$ cat config.mk
export PLATFORM = sky130hd
export DESIGN_NAME = ad5541_spi_rx
export DESIGN_NICKNAME = d
export VERILOG_FILES = /design/src/rtl/ad5541_spi_rx.sv
export SDC_FILE = /design/constraint.sdc
export NUM_CORES = 1
export LEC_CHECK = 0
export BUFFER_PORTS_ARGS = -buffer_cell sky130_fd_sc_hd__clkbuf_2
export CAP_MARGIN = 20
export CORE_UTILIZATION = 50
export DETAILED_ROUTE_END_ITERATION = 7
export PLACE_DENSITY = 0.71
export SYNTH_ARGS = -nofsm -noshare
export SYNTH_HDL_FRONTEND = slang
export SYNTH_SLANG_ARGS = --single-unit
$ cat constraint.sdc
create_clock -name clk -period 1.7 [get_ports clk]
set_input_delay 0.085 -clock clk [delete_from_list [all_inputs] [get_ports clk]]
set_output_delay 0.085 -clock clk [all_outputs]
set_load 0.03 [all_outputs]
$ cat src/rtl/ad5541_spi_rx.sv
// -----------------------------------------------------------------------------
// ad5541_spi_rx
//
// SPI slave receiver modelling the AD5541 DAC end of a 16-bit DAC link.
// The asynchronous pins are oversampled on clk. Words are captured MSB first
// on sclk rising edges. Frame length is checked when csn rises. An LDAC
// falling edge copies the last good word into the DAC output register.
//
// Ports:
//   clk        in   system clock, all logic on its rising edge
//   reset      in   synchronous active-high reset
//   csn        in   SPI chip select, active low, asynchronous
//   sclk       in   SPI clock, asynchronous, idles low
//   mosi       in   SPI data, sampled on sclk rising edge
//   ldac       in   load-DAC strobe, active low, asynchronous
//   rx_data    out  last valid received word
//   dv         out  one-cycle pulse, rx_data updated
//   frame_err  out  one-cycle pulse, frame ended with a wrong bit count
//   dac_code   out  DAC output register
//   dac_update out  one-cycle pulse, dac_code updated
// -----------------------------------------------------------------------------
module ad5541_spi_rx #(
  parameter int DATA_WIDTH  = 16,
  parameter int SYNC_STAGES = 2
) (
  input  logic                  clk,
  input  logic                  reset,
  input  logic                  csn,
  input  logic                  sclk,
  input  logic                  mosi,
  input  logic                  ldac,
  output logic [DATA_WIDTH-1:0] rx_data,
  output logic                  dv,
  output logic                  frame_err,
  output logic [DATA_WIDTH-1:0] dac_code,
  output logic                  dac_update
);

  localparam int CNT_W    = $clog2(DATA_WIDTH + 2);
  localparam int SETTLE_W = $clog2(SYNC_STAGES + 2);

  localparam logic [CNT_W-1:0]    CNT_FULL = CNT_W'(DATA_WIDTH);
  localparam logic [CNT_W-1:0]    CNT_SAT  = CNT_W'(DATA_WIDTH + 1);
  localparam logic [SETTLE_W-1:0] SETTLE_N = SETTLE_W'(SYNC_STAGES + 1);

  typedef enum logic [0:0] {
    IDLE  = 1'b0,
    SHIFT = 1'b1
  } state_t;

  // ---------------------------------------------------------------------------
  // Input synchronizers. The reset values match the idle levels of the pins,
  // so no edge appears when reset is released with the link idle.
  // ---------------------------------------------------------------------------
  logic [SYNC_STAGES-1:0] r_csn_sync;
  logic [SYNC_STAGES-1:0] r_sclk_sync;
  logic [SYNC_STAGES-1:0] r_mosi_sync;
  logic [SYNC_STAGES-1:0] r_ldac_sync;

  always_ff @(posedge clk) begin
    if (reset) begin
      r_csn_sync  <= '1;
      r_sclk_sync <= '0;
      r_mosi_sync <= '0;
      r_ldac_sync <= '1;
    end else begin
      r_csn_sync  <= {r_csn_sync[SYNC_STAGES-2:0], csn};
      r_sclk_sync <= {r_sclk_sync[SYNC_STAGES-2:0], sclk};
      r_mosi_sync <= {r_mosi_sync[SYNC_STAGES-2:0], mosi};
      r_ldac_sync <= {r_ldac_sync[SYNC_STAGES-2:0], ldac};
    end
  end

  logic w_csn_s;
  logic w_sclk_s;
  logic w_mosi_s;
  logic w_ldac_s;

  assign w_csn_s  = r_csn_sync[SYNC_STAGES-1];
  assign w_sclk_s = r_sclk_sync[SYNC_STAGES-1];
  assign w_mosi_s = r_mosi_sync[SYNC_STAGES-1];
  assign w_ldac_s = r_ldac_sync[SYNC_STAGES-1];

  // ---------------------------------------------------------------------------
  // Edge detection, one flop behind the synchronizer output.
  // ---------------------------------------------------------------------------
  logic r_csn_d;
  logic r_sclk_d;
  logic r_ldac_d;

  always_ff @(posedge clk) begin
    if (reset) begin
      r_csn_d  <= 1'b1;
      r_sclk_d <= 1'b0;
      r_ldac_d <= 1'b1;
    end else begin
      r_csn_d  <= w_csn_s;
      r_sclk_d <= w_sclk_s;
      r_ldac_d <= w_ldac_s;
    end
  end

  logic w_csn_fall;
  logic w_csn_rise;
  logic w_sclk_rise;
  logic w_ldac_fall;

  assign w_csn_fall  = ~w_csn_s & r_csn_d;
  assign w_csn_rise  = w_csn_s & ~r_csn_d;
  assign w_sclk_rise = w_sclk_s & ~r_sclk_d;
  assign w_ldac_fall = ~w_ldac_s & r_ldac_d;

  // ---------------------------------------------------------------------------
  // Post-reset arming. The synchronizers preset csn high, so if the pin is
  // still low when reset drops, the pipeline would flush 1->0 and fake a
  // falling edge. Frame starts are therefore only accepted once the pipeline
  // has been refilled from the pin and csn has been seen high.
  // ---------------------------------------------------------------------------
  logic [SETTLE_W-1:0] r_settle;
  logic                r_armed;

  always_ff @(posedge clk) begin
    if (reset) begin
      r_settle <= '0;
      r_armed  <= 1'b0;
    end else begin
      if (r_settle != SETTLE_N) begin
        r_settle <= r_settle + 1'b1;
      end
      if ((r_settle == SETTLE_N) && w_csn_s && r_csn_d) begin
        r_armed <= 1'b1;
      end
    end
  end

  // ---------------------------------------------------------------------------
  // Frame FSM, receive / DAC registers and pulses.
  // ---------------------------------------------------------------------------
  state_t                r_state;
  logic [DATA_WIDTH-1:0] r_shift;
  logic [CNT_W-1:0]      r_cnt;
  logic [DATA_WIDTH-1:0] r_rx_data;
  logic [DATA_WIDTH-1:0] r_dac_code;
  logic                  r_dv;
  logic                  r_frame_err;
  logic                  r_dac_update;
  logic                  r_pending;

  always_ff @(posedge clk) begin
    if (reset) begin
      r_state      <= IDLE;
      r_shift      <= '0;
      r_cnt        <= '0;
      r_rx_data    <= '0;
      r_dac_code   <= '0;
      r_dv         <= 1'b0;
      r_frame_err  <= 1'b0;
      r_dac_update <= 1'b0;
      r_pending    <= 1'b0;
    end else begin
      r_dv         <= 1'b0;
      r_frame_err  <= 1'b0;
      r_dac_update <= 1'b0;

      // LDAC load of the held word. A valid frame end in the same cycle
      // overrides this below so that the newest word wins.
      if (w_ldac_fall && r_pending) begin
        r_dac_code   <= r_rx_data;
        r_dac_update <= 1'b1;
        r_pending    <= 1'b0;
      end

      case (r_state)
        IDLE: begin
          if (w_csn_fall && r_armed) begin
            r_shift <= '0;
            r_cnt   <= '0;
            r_state <= SHIFT;
          end
        end

        SHIFT: begin
          // csn rise takes priority: a coincident sclk edge is discarded and
          // the length check sees the pre-edge count.
          if (w_csn_rise) begin
            r_state <= IDLE;
            if (r_cnt == CNT_FULL) begin
              r_rx_data <= r_shift;
              r_dv      <= 1'b1;
              // ldac low (held, or falling right now) means transparent load
              if (!w_ldac_s) begin
                r_dac_code   <= r_shift;
                r_dac_update <= 1'b1;
                r_pending    <= 1'b0;
              end else begin
                r_pending <= 1'b1;
              end
            end else begin
              r_frame_err <= 1'b1;
            end
          end else if (w_sclk_rise) begin
            r_shift <= {r_shift[DATA_WIDTH-2:0], w_mosi_s};
            if (r_cnt != CNT_SAT) begin
              r_cnt <= r_cnt + 1'b1;
            end
          end
        end

        default: r_state <= IDLE;
      endcase
    end
  end

  assign rx_data    = r_rx_data;
  assign dv         = r_dv;
  assign frame_err  = r_frame_err;
  assign dac_code   = r_dac_code;
  assign dac_update = r_dac_update;

endmodule

Word level (Yosys, flattened, before mapping)

Cells that the tools add are included.

Add/subtract/negate cells: 2
Eq/ne operators: 8
Mux-type cells: 29
Bitwise operators: 10
Reduce and logical (&&, ||, !) cells: 8

Operators with widths:

| kind                | number |
|---|---|
| $mux 16             | 8 |
| $pmux 16 s2         | 1 |
| $mux 5              | 4 |
| $mux 1              | 14 |
| $pmux 5 s2          | 1 |
| $ne 2x2->1 const B  | 4 |
| $not 1->1           | 6 |
| $reduce_and 3->1    | 2 |
| $add 5x1->5 const B | 1 |
| $eq 5x5->1 const B  | 1 |
| $ne 5x5->1 const B  | 1 |
| $and 1x1->1         | 4 |
| $logic_and 1x1->1   | 4 |
| $reduce_and 4->1    | 1 |
| $reduce_or 3->1     | 1 |
| $add 2x1->2 const B | 1 |
| $eq 2x2->1 const B  | 1 |
| $ne 2x1->1 const B  | 1 |
| $pmux 1 s2          | 1 |

Bits in registers: 72
Input bits: 6
Output and inout port bits: 35
Word-level logic and storage cells: 75

Longest topological paths before layout

Gate-level depths: netlist of run 1.

Depth in word-level cells: 8
Depth in mapped cells: 8
Mapped depth without buffers: 6

Least setup slack after synthesis of run 1

No wires, ideal clock.

Path kind: reg-to-reg
Start: reg r_cnt[0]
End: reg r_rx_data[10] (netlist: rx_data[10])
Setup time: 132 ps
Arrival: 1392 ps
Data required time: 1568 ps
Setup slack: 175 ps
Stages on the path, launching flop included: 9
Path buffers: 2
Period minus slack after synthesis: 1525 ps
Cells stage by stage: dfxtp_1 > inv_1 > ha_1 > and4bb_2 > and3_1 > buf_4 > buf_6 > nand2_1 > a21oi_1

Cells in the longest elaborated chain, start to end: 2

RTL lines:

| item                       | RTL line | source |
|---|---|---|
| from (decl)                | 141      | `logic [CNT_W-1:0] r_cnt;` |
| from (signal assigned)     | 204      | `r_cnt <= r_cnt + 1'b1;` |
| $eq 5x5->1                 | 187      | `if (r_cnt == CNT_FULL) begin` |
| $reduce_and 3->1 (no line) | n/a      |  |
| to (signal assigned)       | 188      | `r_rx_data <= r_shift;` |
| to (decl)                  | 142      | `logic [DATA_WIDTH-1:0] r_rx_data;` |

No other way between the ends.
A chain may end at the register's enable or synchronous reset.

Final worst setup path of run 1

Start: reg r_cnt[1]
End: reg r_dac_code[6] (netlist: dac_code[6])

Cells in the longest elaborated chain, start to end: 4

RTL lines:

| item                 | RTL line | source |
|---|---|---|
| $eq 5x5->1           | 187      |  |
| $mux 16              | 187      |  |
| $mux 16              | 185      | `if (w_csn_rise) begin` |
| $mux 16              | 173      | `case (r_state)` |
| to (signal assigned) | 168      | `r_dac_code <= r_rx_data;` |
| to (signal assigned) | 192      | `r_dac_code <= r_shift;` |
| to (decl)            | 143      | `logic [DATA_WIDTH-1:0] r_dac_code;` |

No other way between the ends.

==> reports/qor.yml, run 1 <==
cts:
  clk_pin_slew_worst_paths_ns: 0.08
  cts_buffers: 9
  clock_latency_ns: 0.34
  htreeDepth: 3
  cts.sinks: 72
  root_buffer: "clkbuf_8"
  post_cts_buffers: 0
  cts_tree: "done"
  clockBufferDepth: 2
routing:
  num_vias: 2100
  drt_iter0_drc: 181
  first_pass_iters: 4
  wirelength_mm: 5.33
  wl_per_cell_microns: 13.2
  drc: 0
  viasPerCell: 5.21
  ant_nets: 0
place:
  post-place-ws_ns: -0.108
  io_buffers: 40
  hpwlAfterDp_mm: 3.25
  place_congestion: 0.820
sta:
  finalHoldViolations: 0
  setup_slack_ns: 0.103
  finalClockSkew_ns: 0.0136
  slew_viol_final: 0
  rsz0062_at_grt: "false"
  fmax_ghz: 0.626
  min_period_over_period_pct: 93.9
  tightest_slew_ns: 0.691
  slew_headroom_pct: 53.8
  setup_viol: 0
  layout_min_cycle_time_ns: 1.60
cells_and_area:
  final.fill_count: 439
  final_cell_mix: "dfxtp_1, clkbuf_2, nand2_1"
  area_delta_synth_final_pct: 21.9
  nets: 339
  multiInputGateArea_sq_um: 1210
  final_common_cell: "dfxtp_1"
  seq_area_sq_um: 1440
  drive_gt1_share_pct: 27.6
  antennaDiodeCount: 0
run:
  drv_cap: 0
synthesis:
  synth_fp_nets: 286
  synth-seq-cells: 72
  synth_top_area_cell: "dfxtp_1"
  synthTopCellsByArea: "dfxtp_1, mux2i_1, nand2_1, a22o_1, a211oi_1"
  netlist_area_sq_um: 2740
  netlist_instances: 276
  synth_cell_types: 38
  synth_edf_count: 0
  ys_dominant_reg_cell: "dfxtp_1"
  yosys_warnings: 0
  synth.top_cell.area_share_pct: 52.7
  synth_area_per_cell_sq_um: 9.91
  yosysSeqAreaShare_pct: 52.7
  async_reset_ff_share_pct: 0
pwr:
  ir_drop_v: 0.000841
  leakagePower_nw: 1.49
  totalPowerFinal_w: 0.00292
  power.density_nw_per_um2: 875
grt:
  gr-max-usage-layer: "met2"
  grt_usage_pct: 19.0
  grt_first_pass_wirelength_mm: 8.69
  grt_max_degree: 33
  grt_use_met3_pct: 4.67
  grt_pass1_vias: 1881
  grt_overflow: 0
  antenna_found_initial: 0
  use_met2_pct: 28.3
  grt.met1_usage_pct: 25.0
worst_setup_path:
  r2r_end: "dac_code[6]$_SDFF_PP0_"
  cp.required_ns: 1.96
  reg2reg_setup_slack_ns: 0.10
  crit_type: "reg2reg"
  start_kind: "flip-flop"
  cp_max_fo: 8
  timing.rr.start: "r_cnt[1]$_SDFFE_PP0P_"
  end_kind: "flip-flop"
  reg2regPathDepth: 8
  arrival_ns: 1.85
floorplanning:
  start_util_pct: 52.6
  num_io_pins: 41
  die_area_sq_um: 5770
  core_sq_um: 5200
  fp-row-count: 26
  die_y_microns: 76.0
  die_x_microns: 76.0
worst_hold_path:
  hold_path_class: "in2reg"
  hold_depth: 2
  hold_path.startpoint: "reset"
  hold_path_end: "r_cnt[0]$_SDFFE_PP0P_"
outcome:
  outcome: "complete, no violations"
## cell usage after synthesis, drive strengths merged, types with 2 or more instances
master / number
and4bb: 2
nor3b: 3
o21ai: 2
nor2: 25
nand2: 38
nand2b: 4
or2: 8
nor2b: 6
a22o: 16
nor3: 2
inv: 4
a211oi: 17
buf: 13
clkbuf: 5
a21oi: 21
dfxtp: 72
ha: 4
mux2i: 18
nor4: 2
xnor2: 2
## where the power goes
| group | total [W] | internal [W] | leakage (nW) | switching [W] |
|---|---|---|---|---|
| sequential | 0.00172 | 0.00171 | 0.583 | 0.0000135 |
| combinational | 0.000104 | 0.0000470 | 0.833 | 0.0000566 |
| clock | 0.00109 | 0.000514 | 0.0789 | 0.000577 |
| total | 0.00292 | 0.00227 | 1.49 | 0.000647 |
## repair_timing
| action | in CTS | in global routing |
|---|---|---|
| hold buffers | 4 | 0 |
| hold endpoints to repair | 4 | 0 |
| pin swaps | 0 | 1 |
| resized for setup | 2 | 9 |
| endpoints found under the setup margin | 33 | 23 |
| cloned | 0 | 3 |
## per-stage QoR
stage          hold WS [ns]  setup TNS (ns)  std cells  util [%]  area (sq um)
2_1_floorplan         0.189               0        276         -          2740
3_3_place_gp          0.269          -0.558        381      58.3          3030
3_5_place_dp          0.269           -2.15        381      58.3          3030
4_1_cts              0.0298               0        400      62.2          3240
5_1_grt              0.0542               0        403      64.1          3340
6_report             0.0443               0        403      64.1          3340
## worst max-delay path, cell delays in order (launching register included)
cell and delay [ns]:
dfxtp_2 0.34, inv_2 0.05, ha_1 0.17, and4bb_2 0.23
buf_4 0.15, nand4b_4 0.15, clkbuf_16 0.18, nor2_1 0.04
a211oi_1 0.20
## flip-flops by register name, indices dropped and copies added, names as in the netlist
signal and count:
r_armed 1, r_sclk_sync 2, r_shift 16, dv 1, r_state 1, r_ldac_d 1
r_ldac_sync 2, dac_code 16, dac_update 1, r_mosi_sync 2, r_sclk_d 1, r_cnt 5
rx_data 16, r_pending 1, r_csn_d 1, r_settle 2, frame_err 1, r_csn_sync 2
## per-layer routing
| metal | share of wire (%) | vias up |
|---|---|---|
| li1 | - | 1066 |
| met1 | 49 | 975 |
| met2 | 45 | 52 |
| met3 | 4.3 | 7 |
| met4 | 1.8 | 0 |
| met5 | 0 | - |
## cell families (layout without fill, tap and decap cells)
| logic type | count (synthesis) | count (layout) | share of synthesized area (%) |
|---|---|---|---|
| buffers and inverters | 22 | 79 | 4.66 |
| adders and majority gates | 4 | 4 | 1.83 |
| and+or+nand+nor | 96 | 96 | 17.6 |
| xor gates and xnor gates | 3 | 3 | 0.960 |
| muxes | 18 | 18 | 6.58 |
| AOI/OAI and AO/OA | 61 | 61 | 15.6 |
| DFF | 72 | 72 | 52.7 |
## how the worst max path moves through the flow
stage                                   startpoint                        to
after global routing         r_cnt[1]$_SDFFE_PP0P_   dac_code[14]$_SDFF_PP0_
after detailed placement  r_csn_sync[1]$_SDFF_PP1_  r_shift[15]$_SDFFE_PP0P_
final                        r_cnt[1]$_SDFFE_PP0P_    dac_code[6]$_SDFF_PP0_
after CTS                    r_cnt[1]$_SDFFE_PP0P_   dac_code[15]$_SDFF_PP0_
after global placement       r_cnt[1]$_SDFFE_PP0P_  rx_data[13]$_SDFFE_PP0P_
after floorplan              r_cnt[0]$_SDFFE_PP0P_  rx_data[10]$_SDFFE_PP0P_
## layout make-up
| cell class | instances | share of cell area [%] |
|---|---|---|
| Sequential cell | 72 | 43.2 |
| Inverter | 4 | 0.450 |
| Timing Repair Buffer | 60 | 12.7 |
| Clock buffer | 11 | 3.94 |
| Tap cell | 70 | 2.63 |
| Clock inverter | 4 | 0.675 |
| Multi-Input combinational cell | 182 | 36.3 |
(Power assumes the default switching activity.)
==> run 2, diff against run 1 <==
--- a/config.mk
+++ b/config.mk
@@ -7,9 +7,8 @@
 export LEC_CHECK = 0
 export BUFFER_PORTS_ARGS = -buffer_cell sky130_fd_sc_hd__clkbuf_2
 export CAP_MARGIN = 20
-export CORE_UTILIZATION = 50
+export CORE_UTILIZATION = 36
 export DETAILED_ROUTE_END_ITERATION = 7
-export PLACE_DENSITY = 0.71
 export SYNTH_ARGS = -nofsm -noshare
 export SYNTH_HDL_FRONTEND = slang
 export SYNTH_SLANG_ARGS = --single-unit
==> constraint.sdc (replaced) <==
create_clock -name clk -period 1.9 [get_ports clk]
set_input_delay 0.095 -clock clk [delete_from_list [all_inputs] [get_ports clk]]
set_output_delay 0.095 -clock clk [all_outputs]
set_load 0.03 [all_outputs]
==> run 2 against run 1 <==
Effect of this change:
- worst setup slack better by 0.11 ns
- via count is 3.7% lower
- routed wire length is 0.79% lower
- cell area is 2.4% lower
- maximum frequency is 5.5% lower
- non-clock buffer count is 10 lower
- critical path depth is 2 lower
- largest power group unchanged
- highest routed layer unchanged
==> reports/qor.yml, run 2 (synthesis results as in run 1) <==
grt:
  grt_pass1_vias: 1873
  grt_overflow: 0
  antenna_found_initial: 0
  grt_first_pass_wirelength_mm: 8.86
  grt_usage_pct: 15.0
  grt_max_degree: 34
worst_setup_path:
  cp.required_ns: 2.13
  cpMaxStageDelayCell: "nand3_2"
  cp_cell_sequence: "inv_1 -> ha_1 -> and4bb_2 -> nand3_2 -> a21oi_1 -> nor3_1"
  start_kind: "flip-flop"
  crit_type: "reg2reg"
  arrival_ns: 1.92
  cp_max_fo: 19
  cpPeakStageDelay_ns: 0.36
  end_kind: "flip-flop"
cts:
  cts_buffers: 9
  cts.sinks: 72
  cts_tree: "done"
  clockBufferDepth: 2
  root_buffer: "clkbuf_8"
  clock_latency_ns: 0.35
  clk_pin_slew_worst_paths_ns: 0.08
  htreeDepth: 3
  post_cts_buffers: 0
routing:
  ant_nets: 0
  drc: 0
  viasPerCell: 4.78
  first_pass_iters: 4
  drt_iter0_drc: 76
  num_vias: 2023
  wl_per_cell_microns: 12.5
  wirelength_mm: 5.29
sta:
  tightest_slew_ns: 0.626
  slew_viol_final: 0
  rsz0062_at_grt: "false"
  finalClockSkew_ns: 0.0113
  finalHoldViolations: 0
  slew_headroom_pct: 58.1
  setup_viol: 0
  min_period_over_period_pct: 88.9
  setup_tns_ns: 0
  fmax_ghz: 0.592
  layout_min_cycle_time_ns: 1.69
cells_and_area:
  drive_gt1_share_pct: 23.8
  final_cell_mix: "dfxtp_1, clkbuf_2, nand2_1"
  area_delta_synth_final_pct: 19.0
  final_common_cell: "dfxtp_1"
  antennaDiodeCount: 0
  nets: 329
place:
  hpwlAfterDp_mm: 3.45
  io_buffers: 40
  place_congestion: 0.738
floorplanning:
  die_area_sq_um: 7950
  core_sq_um: 7290
  die_x_microns: 89.2
  start_util_pct: 37.5
  fp-row-count: 31
  die_y_microns: 89.2
  num_io_pins: 41
worst_hold_path:
  hold_path_class: "in2reg"
run:
  drv_cap: 0
pwr:
  ir_drop_v: 0.000418
  totalPowerFinal_w: 0.00285
  leakagePower_nw: 1.42
  power.density_nw_per_um2: 877
outcome:
  outcome: "complete, no violations"
run 2: cell count changes in the layout (fill, tap and decap cells not counted), sizes merged:
cell / previous run / this run
buf: 14 / 6
clkbuf: 53 / 49
inv: 4 / 7
bufinv: 0 / 1
clkinv: 3 / 2
run 2: path summary, 6_finish.rpt:
kind / from / cells past startpoint / end / slack [ns]
hold / removal: reset / 2 / rx_data[0]$_SDFFE_PP0P_ / 0.13
setup / recovery: r_cnt[1]$_SDFFE_PP0P_ / 6 / r_pending$_SDFF_PP0_ / 0.21
hold reg to reg: r_csn_sync[0]$_SDFF_PP1_ / 1 / r_csn_sync[1]$_SDFF_PP1_ / 0.41
setup reg to reg: r_cnt[1]$_SDFFE_PP0P_ / 6 / r_pending$_SDFF_PP0_ / 0.21
run 2: critical path: cells and delay by family (launching register included):
kind	cells	cell delay [ns]
AND/OR/NAND/NOR	3	0.72
flip-flops	1	0.33
AO/OA/AOI/OAI	1	0.26
adder cells (fa/ha/maj)	1	0.16
buffers and inverters	1	0.10
run 2: repair_timing:
item / CTS / global route
hold buffers: 4 / 0
hold endpoints to repair: 4 / 0
gates resized for setup: 0 / 2
endpoints found under the setup margin: 0 / 32
run 2: layout make-up:
cell class,count,area (sq um)
clock buffer,9,124
fill,740,4040
tap,99,124
sequential,72,1440
multi-input combinational,182,1180
timing repair buffer,50,298
clock inverter,7,77.6
inverter,4,15.0
run 2: through the flow:
| stage | instance area [sq um] | cells | worst slack (ns) | utilization, % | hold WS [ns] |
|---|---|---|---|---|---|
| floorplan | 2740 | 276 | 0.375 | - | 0.199 |
| global placement | 3010 | 403 | 0.119 | 41.2 | 0.281 |
| detailed placement | 3010 | 403 | 0.0485 | 41.2 | 0.281 |
| CTS | 3250 | 423 | 0.0143 | 44.5 | 0.108 |
| global route | 3260 | 423 | 0.101 | 44.6 | 0.140 |
| finish | 3260 | 423 | 0.211 | 44.6 | 0.131 |
run 2: report_power, final:
part            total, W  internal [W]  leakage [nW]  switching [W]
registers        0.00154       0.00153         0.582      0.0000125
logic          0.0000882     0.0000399         0.738      0.0000482
clock network    0.00122      0.000619         0.101       0.000604
run 2: per-layer routing:
layer	routed length, microns	part of all wire [%]	global-route usage (%)
met3	169	3.2	5.82
met1	2520	48	17.9
met2	2500	47	24.6
met4	105	2.0	5.19
met5	0	0	0
